`config.mk`:
```
export PLATFORM = sky130hd
export DESIGN_NAME = qbu_rx_merge_arb
export DESIGN_NICKNAME = d
export VERILOG_FILES = /design/src/rtl/qbu_rx_merge_arb.sv
export SDC_FILE = /design/constraint.sdc
export NUM_CORES = 1
export LEC_CHECK = 0
export ABC_AREA = 0
export BUFFER_PORTS_ARGS = -buffer_cell sky130_fd_sc_hd__buf_2
export CAP_MARGIN = 20
export CORE_MARGIN = 3
export CORE_UTILIZATION = 48
export DETAILED_ROUTE_END_ITERATION = 6
export GPL_TIMING_DRIVEN = 0
export PLACE_DENSITY_LB_ADDON = 0.25
export SETUP_SLACK_MARGIN = 0.15
export SYNTH_ARGS = -nofsm -noshare
export SYNTH_HDL_FRONTEND = slang
export SYNTH_SLANG_ARGS = --single-unit
```
`constraint.sdc`:
```
create_clock -name i_clk -period 3.35 [get_ports i_clk]
set_clock_uncertainty 0.2 [all_clocks]
set_input_delay 0.67 -clock i_clk [delete_from_list [all_inputs] [get_ports i_clk]]
set_output_delay 0.67 -clock i_clk [all_outputs]
set_load 0.05 [all_outputs]
```
`src/rtl/qbu_rx_merge_arb.sv`:
```
// qbu_rx_merge_arb
// Frame-atomic 2:1 arbiter merging the express stream (from the qbu_rx
// splitter) and the reassembled preemptable stream (from PMAC reassembly)
// into a single RX AXIS stream towards the switch core.
//
// Express wins at frame boundaries. A starvation guard forces one
// preemptable frame through once MAX_EXP_BURST express frames have been
// granted while the preemptable stream was waiting.
//
// Ports
//   i_clk, i_rst          clock, asynchronous active-high reset
//   i_e_axis_*            express input (data/user/keep/last/valid), o_e_axis_ready
//   i_p_axis_*            preemptable input, same widths, o_p_axis_ready
//   o_axis_*              merged output through a one-beat register slice
//                         o_axis_user = {src, in_user[14:0]}, src 0 = express
//   i_axis_ready          downstream ready
//   o_starve_evt          pulse in the decision cycle of a forced preemptable grant
module qbu_rx_merge_arb #(
  parameter int DWIDTH        = 8,
  parameter int MAX_EXP_BURST = 4,
  parameter int CNT_W         = 3
) (
  input  logic                  i_clk,
  input  logic                  i_rst,
  input  logic [DWIDTH-1:0]     i_e_axis_data,
  input  logic [15:0]           i_e_axis_user,
  input  logic [DWIDTH/8-1:0]   i_e_axis_keep,
  input  logic                  i_e_axis_last,
  input  logic                  i_e_axis_valid,
  output logic                  o_e_axis_ready,
  input  logic [DWIDTH-1:0]     i_p_axis_data,
  input  logic [15:0]           i_p_axis_user,
  input  logic [DWIDTH/8-1:0]   i_p_axis_keep,
  input  logic                  i_p_axis_last,
  input  logic                  i_p_axis_valid,
  output logic                  o_p_axis_ready,
  output logic [DWIDTH-1:0]     o_axis_data,
  output logic [15:0]           o_axis_user,
  output logic [DWIDTH/8-1:0]   o_axis_keep,
  output logic                  o_axis_last,
  output logic                  o_axis_valid,
  input  logic                  i_axis_ready,
  output logic                  o_starve_evt
);

  localparam logic [CNT_W-1:0] MAX_CNT  = CNT_W'(MAX_EXP_BURST);
  localparam bit               GUARD_EN = (MAX_EXP_BURST != 0);

  typedef enum logic [1:0] {
    ST_IDLE  = 2'd0,
    ST_GNT_E = 2'd1,
    ST_GNT_P = 2'd2
  } state_t;

  state_t             state_r;
  logic [CNT_W-1:0]   burst_cnt_r;
  logic               slice_free_s;
  logic               guard_s;
  logic               pick_e_s;
  logic               e_xfer_s;
  logic               p_xfer_s;
  // The input user MSB is replaced by the source flag on the output.
  logic               unused_user_msb_s;

  assign unused_user_msb_s = i_e_axis_user[15] ^ i_p_axis_user[15];

  // Output user field: source flag replaces the input MSB.
  function automatic logic [15:0] merge_user(input logic src, input logic [14:0] user);
    return {src, user};
  endfunction

  // Burst counter increment that saturates at the guard threshold.
  function automatic logic [CNT_W-1:0] sat_inc(input logic [CNT_W-1:0] cnt);
    return (cnt == MAX_CNT) ? cnt : cnt + {{(CNT_W-1){1'b0}}, 1'b1};
  endfunction

  // Grant decision, input readies, transfer strobes and starvation pulse.
  always_comb begin
    slice_free_s   = !o_axis_valid || i_axis_ready;
    // Guard only matters when preemptable traffic is actually waiting.
    guard_s        = GUARD_EN && i_p_axis_valid && (burst_cnt_r == MAX_CNT);
    pick_e_s       = i_e_axis_valid && !guard_s;
    o_e_axis_ready = 1'b0;
    o_p_axis_ready = 1'b0;
    case (state_r)
      ST_GNT_E: o_e_axis_ready = slice_free_s;
      ST_GNT_P: o_p_axis_ready = slice_free_s;
      default: begin
        o_e_axis_ready = 1'b0;
        o_p_axis_ready = 1'b0;
      end
    endcase
    e_xfer_s     = i_e_axis_valid && o_e_axis_ready;
    p_xfer_s     = i_p_axis_valid && o_p_axis_ready;
    o_starve_evt = (state_r == ST_IDLE) && i_e_axis_valid && guard_s;
  end

  // Arbitration FSM, burst counter and output register slice.
  always_ff @(posedge i_clk or posedge i_rst) begin
    if (i_rst) begin
      state_r      <= ST_IDLE;
      burst_cnt_r  <= {CNT_W{1'b0}};
      o_axis_valid <= 1'b0;
      o_axis_data  <= {DWIDTH{1'b0}};
      o_axis_user  <= 16'h0000;
      o_axis_keep  <= {(DWIDTH/8){1'b0}};
      o_axis_last  <= 1'b0;
    end else begin
      // Slice reloads only when empty or being drained this cycle.
      if (slice_free_s) begin
        o_axis_valid <= e_xfer_s || p_xfer_s;
        if (e_xfer_s) begin
          o_axis_data <= i_e_axis_data;
          o_axis_user <= merge_user(1'b0, i_e_axis_user[14:0]);
          o_axis_keep <= i_e_axis_keep;
          o_axis_last <= i_e_axis_last;
        end else if (p_xfer_s) begin
          o_axis_data <= i_p_axis_data;
          o_axis_user <= merge_user(1'b1, i_p_axis_user[14:0]);
          o_axis_keep <= i_p_axis_keep;
          o_axis_last <= i_p_axis_last;
        end
      end

      case (state_r)
        ST_IDLE: begin
          if (pick_e_s) begin
            state_r     <= ST_GNT_E;
            // Only count express grants that made preemptable traffic wait.
            burst_cnt_r <= i_p_axis_valid ? sat_inc(burst_cnt_r) : {CNT_W{1'b0}};
          end else if (i_p_axis_valid) begin
            state_r     <= ST_GNT_P;
            burst_cnt_r <= {CNT_W{1'b0}};
          end else begin
            burst_cnt_r <= {CNT_W{1'b0}};
          end
        end
        ST_GNT_E: begin
          if (e_xfer_s && i_e_axis_last) begin
            state_r <= ST_IDLE;
          end
        end
        ST_GNT_P: begin
          if (p_xfer_s && i_p_axis_last) begin
            state_r <= ST_IDLE;
          end
        end
        default: state_r <= ST_IDLE;
      endcase
    end
  end

endmodule

```
# Yosys cells after proc, flatten, opt, wreduce, memory -nomap -nowiden
# Index checks and enable logic that the tools add are counted.
[classes] reduce_logical=17 n_mux=18 n_eq_ne=7 n_addsub=1
[ops] cell="16-bit two-way mux" n=2
[ops] cell="8-bit two-way mux" n=2
[ops] cell="3-bit two-way mux" n=3
[ops] cell="1-bit logical AND" n=8
[ops] cell="2-bit two-way mux" n=4
[ops] cell="1-bit two-way mux" n=6
[ops] cell="3-bit inequality test, second input constant" n=2
[ops] cell="2-bit case mux with 3 select lines" n=1
[ops] cell="2-bit inequality test, second input constant" n=2
[ops] cell="2-bit AND reduction" n=2
[ops] cell="3-bit by 1-bit adder with 3-bit output, second input constant" n=1
[ops] cell="3-bit == test, second input constant" n=1
[ops] cell="3-bit AND reduction" n=1
[ops] cell="2-bit by 1-bit == test with 1-bit output, second input constant" n=1
[ops] cell="2-bit == test, second input constant" n=1
[ops] cell="1-bit zero test" n=2
[ops] cell="2-bit zero test" n=1
[ops] cell="1-bit logical OR" n=2
[ops] cell="2-bit nonzero test" n=1
[word_totals] register_bits=32 elab_cells=50 inputBits=57 output_inout_bits=30

# Longest topological paths before layout
[logic_depth] word_depth=7 depth_mapped=7 ltp_nobuf=6

# Worst setup path before layout
# OpenSTA, ideal clock, no wires.
[synth_path] kind="reg2out" start="register o_axis_valid" end="output port o_p_axis_ready" path_buffers=0 slack_ns=0.403 arrival_ns=2.077 t_required_ns=2.480 stages_incl_launch_ff=3 cell_sequence="dfrtp_1 -> nor2b_1 -> nor3b_1"
[synth_via] elab_chain_cells=3
[synth_rtl] element="start, declared" line="41" rtl="output logic o_axis_valid,"
[synth_rtl] element="start signal, assigned" line="111" rtl="o_axis_valid <= e_xfer_s || p_xfer_s;"
[synth_rtl] element="1-bit zero test" line="79" rtl="slice_free_s = !o_axis_valid || i_axis_ready;"
[synth_rtl] element="1-bit logical OR" line="79"
[synth_rtl] element="1-bit two-way mux" line="85" rtl="case (state_r)"
[synth_rtl] element="end, declared" line="36" rtl="output logic o_p_axis_ready,"
# No other way between the ends.

# Worst setup path in the final report
# Same ends and word-level chain as after synthesis.

==> qor.yml <==
run_status: "finished clean"
wl_met3_um: 289
cts_setup_buffers: 0
synth_top_cell_area_share: 0.478
drcViolationCount: 0
setup_slack_ns: 0.890
fillCellCount: 263
cts-htree-levels: 2
cp-end-kind: "output port"
period_minus_slack_ns: 2.46
grt_antenna_before_repair: 0
portBuffers: 82
die_y_um: 65.1
holdWs_ns: 0.214
r2r-start: "state_r[0]"
synthTopCellsByCount: "dfrtp_1, nor2_1, a21oi_1"
grt_pass1_vias: 1456
path_max_fanout: 3
power.total_mw: 2.34
p_leak_nw: 1.25
syn_nets: 218
dpl.hpwl_mm: 3.02
arrival_ns: 1.59
final-setup-viol-count: 0
reg2regPathDepth: 6
routed_wl_mm: 3.78
path_class: "register to output port"
final_util: 0.700
gp_congestion: 0.785
slew_violations: 0
synth_area_leaders: "dfrtp_1, mux2i_1, a21oi_1"
max_stage_delay_ns: 0.42
cp_cell_sequence: "nor2b_1 > nor3b_1 > buf_2"
core-area_um2: 3180
nets: 308
rrSetupSlack_ns: 1.62
drive_above_1_share: 0.436
netlist_instances: 159
peakVddDrop_v: 0.000635
yosysSeqAreaShare: 0.478
drt_iter0_markers: 47
initial_core_util: 0.527
ys_ff_latch: 32
n_antenna_cell: 0
drv_cap: 0
top_layer: "met4"
cts_buffers: 5
synth_area_leader_cell: "dfrtp_1"
timing.slew.headroom: 0.574
hold_viol: 0
vias_per_cell: 5.01
grt_pass1_wl_mm: 6.02
wl_per_cell_um: 12.9
cts_hold_buf: 0
clkLatencyLatePin_ns: 0.32
syn_area_um2: 1670
clock_path_buffers: 2
dr.pass1.iters: 4
min_path_type: "input pin to asynchronous set/reset pin"
io_pins: 87
placed_cells: 286
stdcell_area_um2: 2230
vias: 1472
min_period_over_period: 0.734
path_clk_slew_ns: 0.10
cp_data_required_time_ns: 2.48
dieArea_um2: 4230
ant_nets: 0
async_reset_ff_frac: 1.00
place_area_um2: 2170
postCtsResizedCells: 0
grt-ovfl-total: 0
synth_flop_cell: "dfrtp_1"
crit_path_top_delay_cell: "dfrtp_1"
tns_ns: 0
num_rows: 20
dp_slack_ns: 0.986
grt_usage: 0.185
start_kind: "register"
wl_met1_mm: 1.54
clock_sinks: 32
fin_cells: 294
fp.dieW_um: 65.1
synth.most_common_cell: "dfrtp_1"
synth_cell_types: 28
worst_pin_slew_ns: 0.638
r2r_end: "o_axis_user[12]"
power_density_nw_per_um2: 1050
fmax_mhz: 407
ctsRootBufferMaster: "clkbuf_4"
wl_met2_mm: 1.90
synth_edf_count: 0
synth_warnings: 0
syn_area_per_cell_um2: 10.5
cts_tree: "done"
grt_max_degree: 19
grt_setup_unrepaired: "false"
area_delta_synth_final_pct: 33.0
critical path, delay by kind of cell, from the launching register on:
kind | cells | cell delay, ns
AND/OR/NAND/NOR | 2 | 0.51
flip-flops | 1 | 0.42
buffers and inverters | 1 | 0.34
kinds of logic (layout without fill, tap and decap cells):
| kind of cell | count (synthesis) | after routing | share of synthesized area |
|---|---|---|---|
| AOI/OAI and AO/OA | 35 | 35 | 0.117 |
| adders and majority gates | 2 | 2 | 0.0149 |
| buffers and inverters | 18 | 109 | 0.0889 |
| DFF | 32 | 32 | 0.478 |
| muxes | 24 | 24 | 0.143 |
| and+or+nand+nor | 48 | 48 | 0.157 |
layout make-up:
class / count / area [µm²] / share of cell area
multi-input combinational: 109 / 724 / 0.325
clock buffer: 8 / 58.8 / 0.0264
tap: 44 / 55.1 / 0.0247
inverter: 6 / 22.5 / 0.0101
buffer: 12 / 126 / 0.0568
timing repair buffer: 83 / 438 / 0.197
sequential: 32 / 801 / 0.360
flip-flops by register name, indices dropped and copies added (netlist names):
register / cells
burst_cnt_r: 3
o_axis_data: 8
o_axis_keep: 1
o_axis_last: 1
o_axis_user: 16
o_axis_valid: 1
state_r: 2
how the worst max path moves through the flow:
stage / startpoint / endpoint / cells after the start
final: o_axis_valid / o_p_axis_ready / 3
after global routing: o_axis_valid / o_p_axis_ready / 3
after CTS: o_axis_valid / o_p_axis_ready / 3
after detailed placement: i_axis_ready / o_p_axis_ready / 4
after global placement: i_axis_ready / o_p_axis_ready / 4
after floorplan: o_axis_valid / o_p_axis_ready / 2
report_power, final:
group | internal, mW | total [mW] | switching [mW]
sequential | 0.569 | 0.661 | 0.0920
clock | 0.104 | 0.227 | 0.123
combinational | 0.433 | 1.45 | 1.02
total | 1.10 | 2.34 | 1.23
layer usage:
layer / vias up / GRT usage
li1: 724 / -
met1: 682 / 0.206
met2: 57 / 0.332
met3: 9 / 0.0520
met4: 0 / 0.0699
met5: - / 0
layout by cell type (no fill, tap or decap), drive strengths merged:
cell type	synthesis	layout
a21oi	27	27
a22o	1	1
a41o	1	1
and2	1	1
buf	12	95
clkbuf	0	8
dfrtp	32	32
ha	2	2
inv	6	6
mux2i	24	24
nand2	6	6
nand2b	1	1
nand3	5	5
nand3b	3	3
nand4	2	2
nor2	27	27
nor2b	2	2
nor3b	1	1
o21ai	3	3
o221ai	1	1
o22ai	1	1
o31ai	1	1
Power figures use the tool's default switching activity.
